===== config.mk =====
export PLATFORM = sky130hd
export DESIGN_NAME = icmp_echo_ctrl
export DESIGN_NICKNAME = d
export VERILOG_FILES = /design/src/rtl/icmp_echo_ctrl.sv
export SDC_FILE = /design/constraint.sdc
export NUM_CORES = 1
export LEC_CHECK = 0
export ABC_CLOCK_PERIOD_IN_PS = 9700
export BUFFER_PORTS_ARGS = -buffer_cell sky130_fd_sc_hd__buf_2
export CAP_MARGIN = 10
export CORE_MARGIN = 4
export CORE_UTILIZATION = 36
export CTS_BUF_LIST = sky130_fd_sc_hd__clkbuf_2
export CTS_CLUSTER_SIZE = 10
export DETAILED_ROUTE_END_ITERATION = 16
export PLACE_DENSITY = 0.63
export SLEW_MARGIN = 20
export SYNTH_ARGS = -nofsm -noshare
export SYNTH_HDL_FRONTEND = slang
export SYNTH_SLANG_ARGS = --single-unit

===== constraint.sdc =====
create_clock -name clk -period 9.7 [get_ports clk]
set_clock_uncertainty 0.15 [all_clocks]
set_input_delay 1.455 -clock clk [delete_from_list [all_inputs] [get_ports clk]]
set_output_delay 1.455 -clock clk [all_outputs]
set_load 0.1 [all_outputs]

===== src/rtl/icmp_echo_ctrl.sv =====
// rtl/icmp_echo_ctrl.sv - ICMP echo reply sequencer between rx parser and tx engine
module icmp_echo_ctrl #(
    parameter logic [15:0] TX_TIMEOUT = 16'd5000,
    parameter int          DROP_CNT_W = 8
) (
    input  logic                  clk,
    input  logic                  resetn,
    input  logic                  rx_pkt_done,
    input  logic [15:0]           rx_byte_num,
    input  logic [15:0]           rx_icmp_id,
    input  logic [15:0]           rx_icmp_seq,
    input  logic                  rx_sum_valid,
    input  logic [31:0]           rx_data_sum,
    input  logic                  tx_busy,
    input  logic                  tx_done,
    output logic                  tx_start_en,
    output logic [15:0]           tx_byte_num,
    output logic [15:0]           tx_icmp_id,
    output logic [15:0]           tx_icmp_seq,
    output logic [15:0]           tx_checksum,
    output logic                  ctrl_busy,
    output logic [DROP_CNT_W-1:0] drop_cnt,
    output logic [DROP_CNT_W-1:0] timeout_cnt
);

    localparam logic [2:0] S_IDLE      = 3'd0;
    localparam logic [2:0] S_FOLD1     = 3'd1;
    localparam logic [2:0] S_FOLD2     = 3'd2;
    localparam logic [2:0] S_WAIT_TX   = 3'd3;
    localparam logic [2:0] S_WAIT_DONE = 3'd4;

    localparam logic [DROP_CNT_W-1:0] CNT_ONE = 1;
    localparam logic [DROP_CNT_W-1:0] CNT_MAX = '1;

    logic [2:0]  state;

    // Pending slot: header seen, payload sum not yet arrived
    logic        p_valid;
    logic [15:0] p_len;
    logic [15:0] p_id;
    logic [15:0] p_seq;

    // Two-entry descriptor queue, entry = {len, id, seq, sum}
    logic [79:0] fifo_mem [2];
    logic        wr_ptr;
    logic        rd_ptr;
    logic [1:0]  fifo_cnt;
    logic [79:0] fifo_head;

    logic        push;
    logic        pop;
    logic        fifo_full;
    logic        push_ok;
    logic        drop_inc;

    // Work registers; w_acc carries s32, then s17, then the checksum
    logic [15:0] w_len;
    logic [15:0] w_id;
    logic [15:0] w_seq;
    logic [31:0] w_acc;
    logic [15:0] timer;

    logic [31:0] s32;
    logic [16:0] s17;
    logic [15:0] chk;

    assign fifo_head = fifo_mem[rd_ptr];
    assign ctrl_busy = (state != S_IDLE);

    // Queue control and drop detection; a pop frees a slot for a same-cycle push
    always_comb begin
        push      = rx_sum_valid && p_valid;
        pop       = (state == S_IDLE) && (fifo_cnt != 2'd0);
        fifo_full = (fifo_cnt == 2'd2);
        push_ok   = push && (!fifo_full || pop);
        drop_inc  = (rx_pkt_done && p_valid && !rx_sum_valid) || (push && !push_ok);
    end

    // Checksum arithmetic for the three fold stages (type/code are zero)
    always_comb begin
        s32 = fifo_head[31:0] + {16'h0000, fifo_head[47:32]} + {16'h0000, fifo_head[63:48]};
        s17 = {1'b0, w_acc[31:16]} + {1'b0, w_acc[15:0]};
        chk = ~(w_acc[15:0] + {15'd0, w_acc[16]});
    end

    // Pending slot: a new header always wins; the old one is pushed first if its sum arrives now
    always_ff @(posedge clk or negedge resetn) begin
        if (!resetn) begin
            p_valid <= 1'b0;
            p_len   <= 16'd0;
            p_id    <= 16'd0;
            p_seq   <= 16'd0;
        end else if (rx_pkt_done) begin
            p_valid <= 1'b1;
            p_len   <= rx_byte_num;
            p_id    <= rx_icmp_id;
            p_seq   <= rx_icmp_seq;
        end else if (push) begin
            p_valid <= 1'b0;
        end
    end

    // Descriptor queue storage and pointers
    always_ff @(posedge clk or negedge resetn) begin
        if (!resetn) begin
            fifo_mem[0] <= 80'd0;
            fifo_mem[1] <= 80'd0;
            wr_ptr      <= 1'b0;
            rd_ptr      <= 1'b0;
            fifo_cnt    <= 2'd0;
        end else begin
            if (push_ok) begin
                fifo_mem[wr_ptr] <= {p_len, p_id, p_seq, rx_data_sum};
                wr_ptr           <= ~wr_ptr;
            end
            if (pop) begin
                rd_ptr <= ~rd_ptr;
            end
            case ({push_ok, pop})
                2'b10:   fifo_cnt <= fifo_cnt + 2'd1;
                2'b01:   fifo_cnt <= fifo_cnt - 2'd1;
                default: fifo_cnt <= fifo_cnt;
            endcase
        end
    end

    // Saturating count of discarded requests
    always_ff @(posedge clk or negedge resetn) begin
        if (!resetn) begin
            drop_cnt <= '0;
        end else if (drop_inc && (drop_cnt != CNT_MAX)) begin
            drop_cnt <= drop_cnt + CNT_ONE;
        end
    end

    // Reply FSM: fold checksum, wait for idle transmitter, start, supervise completion
    always_ff @(posedge clk or negedge resetn) begin
        if (!resetn) begin
            state       <= S_IDLE;
            w_len       <= 16'd0;
            w_id        <= 16'd0;
            w_seq       <= 16'd0;
            w_acc       <= 32'd0;
            timer       <= 16'd0;
            tx_start_en <= 1'b0;
            tx_byte_num <= 16'd0;
            tx_icmp_id  <= 16'd0;
            tx_icmp_seq <= 16'd0;
            tx_checksum <= 16'd0;
            timeout_cnt <= '0;
        end else begin
            tx_start_en <= 1'b0;
            case (state)
                S_IDLE: begin
                    if (pop) begin
                        w_len <= fifo_head[79:64];
                        w_id  <= fifo_head[63:48];
                        w_seq <= fifo_head[47:32];
                        w_acc <= s32;
                        state <= S_FOLD1;
                    end
                end
                S_FOLD1: begin
                    w_acc <= {15'd0, s17};
                    state <= S_FOLD2;
                end
                S_FOLD2: begin
                    w_acc <= {16'h0000, chk};
                    state <= S_WAIT_TX;
                end
                S_WAIT_TX: begin
                    if (!tx_busy) begin
                        tx_byte_num <= w_len;
                        tx_icmp_id  <= w_id;
                        tx_icmp_seq <= w_seq;
                        tx_checksum <= w_acc[15:0];
                        tx_start_en <= 1'b1;
                        timer       <= 16'd0;
                        state       <= S_WAIT_DONE;
                    end
                end
                S_WAIT_DONE: begin
                    if (tx_done) begin
                        state <= S_IDLE;
                    end else if (timer == TX_TIMEOUT - 16'd1) begin
                        if (timeout_cnt != CNT_MAX) begin
                            timeout_cnt <= timeout_cnt + CNT_ONE;
                        end
                        state <= S_IDLE;
                    end else begin
                        timer <= timer + 16'd1;
                    end
                end
                default: state <= S_IDLE;
            endcase
        end
    end

endmodule


# Word level (Yosys, flattened, before mapping)
# Index checks and enable logic that the tools add are counted.
[word_totals]
register_bits = 393
latch_bits = 0
mem_bits_rw = 0
mem_bits_ro = 0
inputBits = 86
out_inout_bits = 82
elab_cells = 104
mem_count = 0
[classes]
addsub = 9
n_mul = 0
div = 0
n_lt_le_gt_ge = 3
n_eq_ne = 15
shift = 0
muxes = 22
bitwise = 7
reduce_logical = 26
[op_table]
columns = ["cell", "count"]
rows = [
  ["80-bit two-way mux", 4],
  ["160-bit bitwise mux", 1],
  ["32-bit case mux with 3 select lines", 1],
  ["80-bit demux with 1-bit select", 1],
  ["32-bit by 16-bit adder with 32-bit output", 2],
  ["16-bit two-way mux", 3],
  ["32-bit two-way mux", 1],
  ["16-bit case mux with 2 select lines", 1],
  ["16-bit by 16-bit adder with 17-bit output", 1],
  ["16-bit by 1-bit adder with 16-bit output", 1],
  ["16-bit by 1-bit adder with 16-bit output (second input constant)", 1],
  ["8-bit by 1-bit adder with 8-bit output (second input constant)", 2],
  ["16-bit by 13-bit equality test with 1-bit output (second input constant)", 1],
  ["8-bit inequality test (second input constant)", 2],
  ["16-bit inverter", 1],
  ["3-bit case mux with 5 select lines", 1],
  ["3-bit two-way mux", 4],
  ["1-bit logical AND", 8],
  ["2-bit inequality test (second input constant)", 4],
  ["4-bit AND reduction", 2],
  ["2-bit nonzero test", 4],
  ["3-bit by 2-bit equality test with 1-bit output (second input constant)", 2],
  ["2-bit AND reduction", 3],
  ["3-bit nonzero test", 2],
  ["17 further kinds", 29],
]

# Logic depth before layout (Yosys ltp)
[logic_depth]
word_depth = 8
depth_mapped = 17
mapped_depth_nobuf = 12

# Worst setup path after synthesis
# No wires, ideal clock.
[synth_timing]
path_kind = "reg2reg"
startpoint = "register rd_ptr"
endpoint = "register w_acc[25]"
setup_time_ns = 0.076
t_arrival_ns = 4.534
t_required_ns = 9.474
setup_slack_ns = 4.940
path_stages_with_launch = 16
n_path_buf = 4
period_less_slack_ns = 4.760
cell_sequence = "dfrtp_1 > clkbuf_1 > buf_2 > buf_2 > buf_1 > mux2_2 > fa_1 > ha_1 > fa_1 > a211oi_1 > o21a_1 > o21ai_1 > a31oi_1 > nor3_1 > xor2_1 > o21ai_1"
[synth_between]
elab_chain_len = 8
[synth_lines]
columns = ["element", "line_no", "text"]
rows = [
  ["start, declared", "46", "logic rd_ptr;"],
  ["start signal, assigned", "117", "rd_ptr <= ~rd_ptr;"],
  ["1-bit inverter with 2-bit output (not written as such) *", "67", "assign fifo_head = fifo_mem[rd_ptr];"],
  ["80-bit two-way mux (not written as such) * (3 in series)", "67", ""],
  ["32-bit by 16-bit adder with 32-bit output", "81", "s32 = fifo_head[31:0] + {16'h0000, fifo_head[47:32]} + {16'h0000, fifo_head[63:48]};"],
  ["32-bit by 16-bit adder with 32-bit output *", "81", ""],
  ["32-bit two-way mux *", "155", "if (pop) begin"],
  ["32-bit case mux with 3 select lines *", "153", "case (state)"],
  ["end signal, assigned", "164", "w_acc <= {15'd0, s17};"],
  ["end signal, assigned", "168", "w_acc <= {16'h0000, chk};"],
  ["end, declared", "60", "logic [31:0] w_acc;"],
]
# Every way passes the cells marked *; elsewhere a longest branch is shown, timed or not. The select of a mux whose other input is x is not followed.
# A chain may end at the register's enable or synchronous reset.

# Final worst setup path
[layout_timing]
startpoint = "register rd_ptr"
endpoint = "register w_acc[23]"
[layout_between]
elab_chain_len = 8
[layout_lines]
columns = ["element", "line_no", "text"]
rows = [
  ["1-bit inverter with 2-bit output (not written as such)", "67", ""],
  ["80-bit two-way mux (not written as such) (3 in series)", "67", ""],
  ["named net fifo_head[42]", "48", "logic [79:0] fifo_head;"],
  ["32-bit by 16-bit adder with 32-bit output (2 in series)", "81", ""],
  ["32-bit two-way mux", "155", ""],
  ["32-bit case mux with 3 select lines", "153", ""],
]
# The timed path passes the listed nets, and every way through them passes these cells. The select of a mux whose other input is x is not followed.

==> impl_metrics.ini <==
[critical_path]
crit_fanout = 74
r2r_cells = 11
crit_type = flop to flop
cp_data_arrival_time_ns = 6.17
r2r_start = rd_ptr
worstPathRequired_ns = 10.57
cp_slowest_cell = buf_4
path_cells = buf_4, mux2_2, fa_1, ha_1, a21o_1, a2111oi_0, o21ai_1, a31oi_1, nor2_1, xor2_1, o21ai_0
max_stage_delay_ns = 0.84
start_kind = flop
reg2reg_slack_ns = 4.40
r2r_end = w_acc[23]
worstSetupEndpointType = flop

[sta]
tightest_slew_ns = 1.07
finalHoldViolCount = 0
slew_viol_final = 0
min_period_ns = 5.30
setup_violations = 0
period_share_pct = 54.7
fmax_ghz = 0.189
relSlewSlack_pct = 28.3
tns_ns = 0
holdWs_ns = 0.166
grt_setup_unrepaired = no

[cells_and_area]
reg_top3 = fifo_mem: 160 flops, w_acc: 32 flops
area_delta_synth_final_pct = 13.7
regMostFlops = fifo_mem
drive_gt1_share_pct = 37.8
fin_nets = 1830
fillCellCount = 4758
final_core_util_pct = 41.4
largest_reg_flops = 160

[detailed_routing]
drc = 0
drtPass1Iterations = 5
routedWlPerCell_um = 18.5
wl_mm = 44.9
via_count = 12400
drtIter0Drc = 631
viasPerCell = 5.10
drtAntennaViolNets = 0

[synthesis]
synth-warning-count = 0
synth_flop_cell = dfrtp_1
synthCells = 1471
async_flop_share_pct = 100
synth_edf_count = 0
ys_top_cells_by_area = dfrtp_1, mux2_2, nand2_1
synthTopCellsByCount = dfrtp_1, mux2_2, nand2_1
synth_area_per_cell_um2 = 12.4
ys_ff_latch = 393
synth.distinct_cells = 72
synth_top_cell_by_area = dfrtp_1
syn-num-nets = 1612
synth_seq_area_share_pct = 53.8
synth_top_area_share_pct = 53.8
yosysMostFrequentCell = dfrtp_1
synthesis.area_mm2 = 0.0183

[die]
initial_core_util_pct = 36.5
boundaryPins = 168
row_count = 82
die_y_um = 233
die_area_mm2 = 0.0545
die_x_um = 233
core_mm2 = 0.0502

[clocking]
cts_setup_buffers = 0
cts_resized = 0
cts_hold_buf = 0
cts_tree = done
cts.sinks = 393
cts-root-buf = clkbuf_2
clk_path_buf_depth = 3
cts_buffers = 102
insertion_delay_ns = 1.11
htree_levels = 3
clk_pin_slew_worst_paths_ns = 0.11

[placement]
portBuffers = 167
gp_congestion = 0.856
hpwl_mm = 30.9

[grt]
track_usage_pct = 16.7
grt_antenna_before_repair = 1
grt_pass1_vias = 12800
grt_overflow = 0
grt_max_degree = 180
grt_pass1_wl_mm = 71.5

[status]
status = completed

[min_path]
hold_class = primary input to async pin

[run]
maxCapViolations = 0
[logic make-up (layout without fill, tap and decap cells)]
kind of cell | Yosys count | in the layout | share of synthesized area, %
AO/OA/AOI/OAI | 193 | 193 | 6.73
buffers and inverters | 81 | 367 | 1.76
AND/OR/NAND/NOR | 325 | 325 | 8.41
adder cells (fa/ha/maj) | 55 | 55 | 4.50
multiplexers | 352 | 352 | 21.4
flip-flops | 393 | 393 | 53.8
other | 0 | 1 | 0
XOR/XNOR | 72 | 72 | 3.45
[per-layer routing]
metal / up-vias / share of wire, % / global-route usage [%]
met1: 6246 / 46 / 23.1
met5: - / 0 / 0
met2: 315 / 46 / 25.4
met3: 73 / 5.3 / 3.89
met4: 0 / 2.8 / 6.72
li1: 5752 / - / -
[final cells by class]
type / instances / area (µm²) / share of cell area, %
timing repair buffer: 179 / 952 / 4.58
inverter: 16 / 60.1 / 0.289
multi-input combinational: 997 / 8160 / 39.3
clock buffer: 149 / 746 / 3.59
sequential: 393 / 9840 / 47.3
antenna: 1 / 2.50 / 0.0120
tap: 672 / 841 / 4.04
clock inverter: 23 / 189 / 0.909
[through the flow]
stage               setup WS [ns]  cell area [µm²]  instances
finish                       4.40            20800       2430
CTS                          4.30            20800       2429
floorplan                    4.94            18300       1471
global placement             4.42            19800       2257
detailed placement           4.33            19900       2257
global route                 3.98            20800       2430
[how the worst max path moves through the flow]
stage | startpoint | end | slack, ns | cells past startpoint
after global routing | rd_ptr | w_acc[19] | 3.98 | 11
after global placement | rd_ptr | w_acc[23] | 4.42 | 12
after floorplan | rd_ptr | w_acc[25] | 4.94 | 15
after detailed placement | rd_ptr | w_acc[31] | 4.33 | 12
after CTS | rd_ptr | w_acc[23] | 4.30 | 12
final | rd_ptr | w_acc[23] | 4.40 | 11
[layout by cell type, fill, tap and decap left out, types with 11 or more instances in the layout]
cell and instances:
nor2_1 88, and3_1 11, o21ai_0 52, inv_1 15, nand4_1 13, nand3_1 17, mux2_2 304, xnor2_1 35
buf_2 166, nor3_1 18, fa_1 18, clkbuf_2 149, dfrtp_1 392, xor2_1 37, nand2_1 125, mux2i_1 43
a21oi_1 55, ha_1 37, clkinv_1 11
[worst max-delay path: cells and delay by family, from the launching register on]
kind | cells | cell delay (ns)
AOI/OAI and AO/OA | 5 | 1.77
adders and majority gates | 2 | 0.87
buffers and inverters | 1 | 0.84
DFF | 1 | 0.73
muxes | 1 | 0.46
xor gates and xnor gates | 1 | 0.19
and+or+nand+nor | 1 | 0.15
Power is not shown: default switching activity piles up to over one toggle a cycle in this logic, so the estimate is an artifact.
